$ cat src/rtl/rv32i_pkg.sv
// rv32i_pkg: constants and types shared by the fetch unit and the control unit.
package rv32i_pkg;
    localparam int XLEN = 32;
    localparam int PC_STEP = 4;
    localparam int OP_W = 7;
    localparam int F3_W = 3;
    localparam int F7_W = 1;
    localparam logic [XLEN-1:0] NOP_INST = 32'h0000_0013;

    typedef struct packed {
        logic [XLEN-1:0] word;
        logic [XLEN-1:0] pc;
    } fetch_entry_t;
endpackage

$ cat src/rtl/inst_fifo.sv
// inst_fifo: small FIFO with synchronous push/pop/flush and an occupancy count.
module inst_fifo #(
    parameter int W = 32,
    parameter int DEPTH = 2,
    localparam int CW = $clog2(DEPTH + 1),
    localparam int PW = (DEPTH > 1) ? $clog2(DEPTH) : 1
) (
    input  logic          clk,
    input  logic          rst,
    input  logic          push,
    input  logic          pop,
    input  logic          flush,
    input  logic [W-1:0]  din,
    output logic [W-1:0]  dout,
    output logic [CW-1:0] count
);
    logic [W-1:0] mem_q [DEPTH];
    logic [PW-1:0] wr_q, wr_d, rd_q, rd_d;
    logic [CW-1:0] cnt_q, cnt_d;
    logic do_push, do_pop;

    function automatic logic [PW-1:0] inc(input logic [PW-1:0] p);
        return (p == PW'(DEPTH - 1)) ? '0 : p + 1'b1;
    endfunction

    always_comb begin
        do_pop = pop && !flush && (cnt_q != '0);
        do_push = push && !flush && ((cnt_q != CW'(DEPTH)) || do_pop);
        wr_d = flush ? '0 : (do_push ? inc(wr_q) : wr_q);
        rd_d = flush ? '0 : (do_pop ? inc(rd_q) : rd_q);
        cnt_d = flush ? '0 : cnt_q + CW'(do_push) - CW'(do_pop);
        dout = mem_q[rd_q];
        count = cnt_q;
    end

    always_ff @(posedge clk or posedge rst) begin
        if (rst) begin
            wr_q <= '0;
            rd_q <= '0;
            cnt_q <= '0;
        end else begin
            wr_q <= wr_d;
            rd_q <= rd_d;
            cnt_q <= cnt_d;
        end
    end

    always_ff @(posedge clk) begin
        if (do_push) mem_q[wr_q] <= din;
    end

    // A push into a full FIFO without a pop means the producer broke its credit limit.
    always @(posedge clk) begin
        if (!rst && !flush) assert (!(push && !pop && cnt_q == CW'(DEPTH)));
    end
endmodule

$ cat src/rtl/fetch_unit.sv
// fetch_unit: rv32i instruction fetch; owns the PC, issues imem reads, buffers
// returned words and discards responses made stale by a redirect.
module fetch_unit
    import rv32i_pkg::*;
#(
    parameter logic [XLEN-1:0] RESET_PC = 32'h0000_0000,
    parameter int DEPTH = 2
) (
    input  logic            clk,
    input  logic            rst,
    output logic            imem_req_valid,
    input  logic            imem_req_ready,
    output logic [XLEN-1:0] imem_req_addr,
    input  logic            imem_rsp_valid,
    input  logic [XLEN-1:0] imem_rsp_data,
    input  logic            redirect,
    input  logic [XLEN-1:0] redirect_pc,
    output logic            inst_valid,
    input  logic            inst_ready,
    output logic [XLEN-1:0] inst,
    output logic [XLEN-1:0] inst_pc,
    output logic [OP_W-1:0] op,
    output logic [F3_W-1:0] f3,
    output logic [F7_W-1:0] f7
);
    localparam int CW = $clog2(DEPTH + 1);

    logic [XLEN-1:0] pc_q, pc_d;
    logic [CW-1:0] out_q, out_d, drop_q, drop_d;
    logic [CW-1:0] fifo_cnt, pcq_cnt;
    logic [CW:0] used;
    fetch_entry_t fifo_din, fifo_dout;
    logic [XLEN-1:0] pcq_dout;
    logic pop, req_fire, rsp_keep;

    always_comb begin
        inst_valid = (fifo_cnt != '0);
        pop = inst_valid && inst_ready;
        // The slot being consumed this cycle is already free for a new request.
        used = (CW+1)'(out_q) + (CW+1)'(fifo_cnt) - (CW+1)'(pop);
        imem_req_valid = !rst && (used < (CW+1)'(DEPTH));
        imem_req_addr = pc_q;
        req_fire = imem_req_valid && imem_req_ready;
        rsp_keep = imem_rsp_valid && (drop_q == '0) && !redirect;
        fifo_din = {imem_rsp_data, pcq_dout};
        pc_d = redirect ? (redirect_pc & ~XLEN'(3)) : (req_fire ? pc_q + XLEN'(PC_STEP) : pc_q);
        out_d = out_q + CW'(req_fire) - CW'(imem_rsp_valid);
        drop_d = redirect ? out_d : drop_q - CW'(imem_rsp_valid && (drop_q != '0));
        inst = inst_valid ? fifo_dout.word : NOP_INST;
        inst_pc = inst_valid ? fifo_dout.pc : '0;
        op = inst[6:0];
        f3 = inst[14:12];
        f7 = inst[30];
    end

    always_ff @(posedge clk or posedge rst) begin
        if (rst) begin
            pc_q <= RESET_PC;
            out_q <= '0;
            drop_q <= '0;
        end else begin
            pc_q <= pc_d;
            out_q <= out_d;
            drop_q <= drop_d;
        end
    end

    inst_fifo #(.W($bits(fetch_entry_t)), .DEPTH(DEPTH)) u_inst_fifo (
        .clk(clk), .rst(rst), .push(rsp_keep), .pop(pop), .flush(redirect),
        .din(fifo_din), .dout(fifo_dout), .count(fifo_cnt)
    );

    // Request PCs of live (non-dropped) in-flight reads, oldest first.
    inst_fifo #(.W(XLEN), .DEPTH(DEPTH)) u_pc_queue (
        .clk(clk), .rst(rst), .push(req_fire && !redirect), .pop(rsp_keep), .flush(redirect),
        .din(pc_q), .dout(pcq_dout), .count(pcq_cnt)
    );

    always @(posedge clk) begin
        if (!rst && rsp_keep) assert (pcq_cnt != '0);
    end
endmodule
$ cat config.mk
export PLATFORM = sky130hd
export DESIGN_NAME = fetch_unit
export DESIGN_NICKNAME = d
export VERILOG_FILES = /design/src/rtl/rv32i_pkg.sv /design/src/rtl/inst_fifo.sv /design/src/rtl/fetch_unit.sv
export SDC_FILE = /design/constraint.sdc
export NUM_CORES = 1
export LEC_CHECK = 0
export BUFFER_PORTS_ARGS = -buffer_cell sky130_fd_sc_hd__buf_4
export CORE_MARGIN = 10
export CORE_UTILIZATION = 30
export DETAILED_ROUTE_END_ITERATION = 6
export PLACE_DENSITY = 0.53
export SYNTH_ARGS = -nofsm -noshare
export SYNTH_HDL_FRONTEND = slang
export SYNTH_SLANG_ARGS = --single-unit
$ cat constraint.sdc
create_clock -name clk -period 8.1 [get_ports clk]
set_input_delay 0.81 -clock clk [delete_from_list [all_inputs] [get_ports clk]]
set_output_delay 0.81 -clock clk [all_outputs]
set_load 0.05 [all_outputs]
; Word level (Yosys, flattened, before mapping)
; Memory sizes are Yosys's and may differ from the RTL's.
; Cells that the tools add are included.
[totals]
reg_bits = 44
ramBits = 192
in_bits = 70
out_inout_bits = 109
n_memories = 2
[mem_list]
columns = name, words, width, rd, rd_clocked_by_memory_dff, write_ports, line_no
row1 = u_inst_fifo.mem_q, 2, 64, 1, 0, 1, inst_fifo.sv:17  ; logic [W-1:0] mem_q [DEPTH];
row2 = u_pc_queue.mem_q, 2, 32, 1, 0, 1, inst_fifo.sv:17
[classes]
addsub = 14
magnitude_cmp = 1
n_eq_ne = 2
n_mux = 23
reduce_logical = 27
[op_table]
columns = op, count
row1 = 2-to-1 mux 32 bit, 4
row2 = "adder 32 x 3 -> 32 bit, second input constant", 1
row3 = 2-to-1 mux 1 bit, 16
row4 = nonzero test 2 bit, 8
row5 = logical AND 1 bit, 14
row6 = subtractor 2 x 1 -> 2 bit, 4
row7 = adder 2 x 1 -> 2 bit, 3
row8 = 2-to-1 mux 2 bit, 3
row9 = "adder 1 bit, second input constant", 4
row10 = "inequality test 2 bit, second input constant", 2
row11 = adder 2 x 2 -> 3 bit, 1
row12 = "< comparator 3 x 2 -> 1 bit, second input constant", 1
row13 = subtractor 3 x 1 -> 3 bit, 1
row14 = logical NOT 1 bit, 2
row15 = logical NOT 2 bit, 1
row16 = logical OR 1 bit, 2

; Logic depth before layout (Yosys ltp)
[depth]
word_depth = 12
mapped_depth = 17

; Hierarchy
; Synthesis repeated with hierarchy kept, for this count alone.
[unflattened]
hier_cells = 660
area_unflattened_um2 = 9914.5
[by_module_without_submodules]
columns = mod, instances, cells_per_inst, area_each_um2
row1 = inst_fifo at u_inst_fifo, 1, 222, 4838.4
row2 = fetch_unit, 1, 315, 2547.4
row3 = inst_fifo at u_pc_queue, 1, 123, 2528.7

; Worst setup path after synthesis
; Ideal clock, no wire load.
[synth_timing]
path_kind = reg-to-reg
startpoint = register u_inst_fifo.cnt_q[1], in the netlist u_inst_fifo.count[1]
endpoint = memory u_pc_queue.mem_q[0][10], enable pin
setup_ns = 0.494
arrival_ns = 5.662
required_time_ns = 7.606
slack_ns = 1.944
stages_incl_launch_ff = 12
path_buffers = 0
cell_sequence = dfrtp_1 -> nor2_1 -> inv_1 -> nand2_1 -> inv_1 -> ha_1 -> nand2b_1 -> fa_1 -> nand3b_1 -> nor2_2 -> inv_1 -> nor4_1
[synth_between]
elab_chain_len = 11
[synth_rtl]
columns = item, line_no
row1 = "start, declared", inst_fifo.sv:19  ; logic [CW-1:0] cnt_q, cnt_d;
row2 = "start signal, assigned", inst_fifo.sv:44  ; cnt_q <= cnt_d;
row3 = nonzero test 2 bit, fetch_unit.sv:37  ; inst_valid = (fifo_cnt != '0);
row4 = via inst_valid, fetch_unit.sv:18  ; output logic inst_valid,
row5 = logical AND 1 bit, fetch_unit.sv:38  ; pop = inst_valid && inst_ready;
row6 = subtractor 3 x 1 -> 3 bit, fetch_unit.sv:40  ; used = (CW+1)'(out_q) + (CW+1)'(fifo_cnt) - (CW+1)'(pop);
row7 = < comparator 3 x 2 -> 1 bit, fetch_unit.sv:41  ; imem_req_valid = !rst && (used < (CW+1)'(DEPTH));
row8 = logical AND 1 bit, fetch_unit.sv:41
row9 = logical AND 1 bit, fetch_unit.sv:43  ; req_fire = imem_req_valid && imem_req_ready;
row10 = logical AND 1 bit, fetch_unit.sv:75  ; .clk(clk), .rst(rst), .push(req_fire && !redirect), .pop(rsp_keep), .flush(redirect),
row11 = logical AND 1 bit (2 in a row), inst_fifo.sv:28  ; do_push = push && !flush && ((cnt_q != CW'(DEPTH)) || do_pop);
row12 = 2-to-1 mux 1 bit, inst_fifo.sv:49  ; if (do_push) mem_q[wr_q] <= din;
row13 = 2-to-1 mux 1 bit (implied by the code), inst_fifo.sv:49
row14 = "end, declared", inst_fifo.sv:17
; The timed path passes the listed nets, and every way through them passes these cells.

; Worst setup path after layout
[layout_timing]
startpoint = register u_inst_fifo.cnt_q[1], in the netlist u_inst_fifo.count[1]
endpoint = memory u_pc_queue.mem_q[2][13], in the netlist u_pc_queue.mem_q[1][13], enable pin
[layout_between]
elab_chain_len = 11
[layout_rtl]
columns = item, line_no
row1 = branches (longest 2 deep; another with adder 2 x 2 -> 3 bit), -
row2 = subtractor 3 x 1 -> 3 bit (*), fetch_unit.sv:40
row3 = < comparator 3 x 2 -> 1 bit (*), fetch_unit.sv:41
row4 = logical AND 1 bit (*), fetch_unit.sv:41
row5 = logical AND 1 bit (*), fetch_unit.sv:43
row6 = logical AND 1 bit (*), fetch_unit.sv:75
row7 = logical AND 1 bit (*) (2 in a row), inst_fifo.sv:28
row8 = 2-to-1 mux 1 bit (*), inst_fifo.sv:49
row9 = 2-to-1 mux 1 bit (implied by the code) (*), inst_fifo.sv:49
; Mark *: on every way between the ends.

==> flow_summary_export.csv <==
group,metric,value,unit
outcome,outcome,"finished clean",
logic_synthesis,synthFlopType,"edfxtp_1",
die,core_region_area,30700,um^2
worst_setup_path,worstPathMaxFanout,30,
cts,postCtsHoldBufs,0,
final_layout,finalNetCount,897,
die,die_w,197,um
drt,wl_met2,11.6,mm
flow_run,cap_viol_max_count,0,
die,initial_core_util,30.5,%
cts,numCtsBuffers,26,
logic_synthesis,ys_types,42,
cts,clk_pin_slew,0.06,ns
timing,period_needed,3.83,ns
cts,cts_root_buf,"clkbuf_16",
drt,met3WireLength,1.56,mm
die,die_area,38700,um^2
drt,top_layer,"met4",
grt,grt_pass1_vias,5686,
logic_synthesis,synth_top_area_share,58.9,%
worst_setup_path,crit_required,8.25,ns
timing,max_freq,261,MHz
cts,cts_sinks,226,
pwr,power_density,309,nW/um^2
final_layout,syn_to_final_growth,27.3,%
grt,grt_antenna_before_repair,0,
worst_setup_path,crit_path_cell_trace,"nor2_4 -> inv_1 -> nand2_1 -> inv_1 -> ha_1 -> nand2b_1 -> fa_1 -> nand3b_1 -> nor2_2 -> inv_1 -> nor3_1 -> and2_1 -> buf_4",
grt,grt_start_max_net_pins,66,
worst_setup_path,cp_common_cell,"inv_1",
die,rows,64,
final_layout,drive_gt1_share,31.2,%
grt,overflow,0,
timing,setup_violations,0,
logic_synthesis,ys.warnings.count,0,
worst_setup_path,slowest_delay,0.51,ns
worst_setup_path,cp-start-kind,"register",
drt,detail-route-antenna-nets,0,
hold_path,hold_path_startpoint,"imem_rsp_data[17]",
logic_synthesis,synth.most_common_cell,"edfxtp_1",
logic_synthesis,syn_avg_cell_area,14.5,um^2
timing,fin_crit_sh,47.3,%
drt,drc,0,
timing,tightestPinTransition,1.00,ns
grt,grt_pass1_wl,34.9,mm
placed_design,port_buffers,172,
final_layout,diodes,0,
drt,wirelength,23.6,mm
placed_design,dp_cells,1184,
worst_setup_path,end_kind,"register",
cts,clk_latency,0.52,ns
drt,drtPass1Iterations,5,
pwr,design_power_total,3690,uW
placed_design,dpl_cell_area,11100,um^2
cts,post-cts-setup-buffers,0,
logic_synthesis,ys_ff_latch,226,
worst_setup_path,cp_slowest_cell,"fa_1",
logic_synthesis,synthCells,646,
timing,skew,0.0135,ns
timing,relSlewSlack,33.2,%
logic_synthesis,netlist_area,9380,um^2
logic_synthesis,yosysSeqAreaShare,70.1,%
logic_synthesis,synth_area_leaders,"edfxtp_1 (59%), dfrtp_1 (11%), mux2i_1 (6.8%)",
drt,drt-met1-wl,10.0,mm
worst_setup_path,crit_start,"u_inst_fifo.count[1]",
cts,cts-resized-gates,0,
die,die_h,197,um
drt,vias,5578,
final_layout,stdcell_count,1232,
pwr,ir_worst_vdd,0.171,mV
die,io_pins,179,
cts,tritoncts,"done",
logic_synthesis,yosysTopAreaCell,"edfxtp_1",
drt,drtIter0Drc,288,
logic_synthesis,synth_common_cells,"edfxtp_1 (184), nor2_1 (78), mux2i_1 (64)",
drt,routed_via_density,4.53,
placed_design,hpwl,15.3,mm
logic_synthesis,async_flop_share,18.6,%
timing,slew_violations,0,
placed_design,gp_congestion,0.714,
timing,rsz0062_at_grt,"no",
worst_setup_path,arrival,3.99,ns
grt,track_usage,11.7,%
cts,cts_max_level,1,
final_layout,design_area,11900,um^2
timing,fin_setup_tns,0,ns
logic_synthesis,synth_edf_count,184,
worst_setup_path,regToRegStartpoint,"u_inst_fifo.count[1]",
drt,wl_per_cell,19.2,um
hold_path,holdCritPathClass,"input port to register",
pwr,cellLeakagePower,0.00442,uW
timing,hold_viol,0,
cts,cts_max_path_buffers,3,
worst_setup_path,crit_type,"register to register",
## layout make-up
cell class / count / area (um^2)
Timing Repair Buffer: 180 / 1350
Sequential cell: 226 / 6580
Clock inverter: 11 / 133
Clock buffer: 37 / 743
Multi-Input combinational cell: 361 / 2550
Fill cell: 2961 / 18800
Tap cell: 396 / 495
Inverter: 21 / 78.8
## logic make-up (layout without fill, tap and decap cells)
family	count (synthesis)	in the layout	synth area share, %
flip-flops	226	226	70.1
AND/OR/NAND/NOR	177	177	8.95
multiplexers	96	96	10.7
buffers and inverters	62	249	3.08
AO/OA/AOI/OAI	38	38	2.32
XOR/XNOR	35	35	3.27
adder cells (fa/ha/maj)	11	11	1.55
other	1	4	0.0400
## cells in the final DEF, fill, tap and decap left out, types with 3 or more instances in the layout
cell type / n
nor2_4: 3
nand2_1: 38
nand4_1: 15
and2_1: 4
xor2_1: 19
mux2_2: 32
conb_1: 4
nand3_1: 12
xnor2_1: 16
a31oi_1: 3
dfrtp_1: 41
ha_1: 10
clkinv_2: 4
o21ai_0: 27
clkbuf_1: 7
bufinv_16: 3
nor3_1: 5
mux2i_1: 64
clkbuf_8: 3
inv_1: 20
buf_4: 180
nand2b_1: 3
edfxtp_1: 184
nor2_1: 75
clkbuf_16: 27
and3_1: 7
## critical path, delay by kind of cell, from the launching register on
| kind | cells | cell delay (ns) |
|---|---|---|
| adders and majority gates | 2 | 0.77 |
| and+or+nand+nor | 7 | 1.48 |
| DFF | 1 | 0.43 |
| buffers and inverters | 4 | 0.77 |
## flip-flops by register name (all words and copies together), names as in the netlist
register           count
u_inst_fifo.mem_q    124
u_pc_queue.mem_q      60
imem_req_addr         30
drop_q                 2
out_q                  2
u_inst_fifo.count      2
u_pc_queue.count       2
u_inst_fifo.rd_q       1
u_inst_fifo.wr_q       1
u_pc_queue.rd_q        1
u_pc_queue.wr_q        1
## power breakdown
part	internal [uW]	switching, uW
registers	1380	68.2
logic	318	745
clock network	732	448
## routing by layer
| metal | GRT usage (%) | up-vias |
|---|---|---|
| li1 | - | 2671 |
| met4 | 3.13 | 0 |
| met2 | 20.1 | 141 |
| met1 | 14.4 | 2729 |
| met5 | 0 | - |
| met3 | 3.07 | 37 |
## metrics by stage
step	util (%)	worst slack (ns)	hold WS, ns
floorplan	-	1.94	0.501
global placement	36.0	4.01	0.538
detailed placement	36.0	3.97	0.544
CTS	38.8	4.15	0.445
global route	38.8	3.90	0.450
finish	38.8	4.27	0.475
## worst paths after layout
path	to	slack, ns	cells after the start
worst max-delay path	u_pc_queue.mem_q[1][13]	4.27	13
worst min register to register	u_pc_queue.mem_q[0][17]	0.55	0
worst min-delay path	u_inst_fifo.mem_q[0][49]	0.48	1
max in group asynchronous	u_inst_fifo.rd_q	6.83	2
worst max register to register	u_pc_queue.mem_q[1][13]	4.27	13
min in group asynchronous	u_inst_fifo.rd_q	0.55	2
No activity file was read; power rests on OpenSTA's default activity.
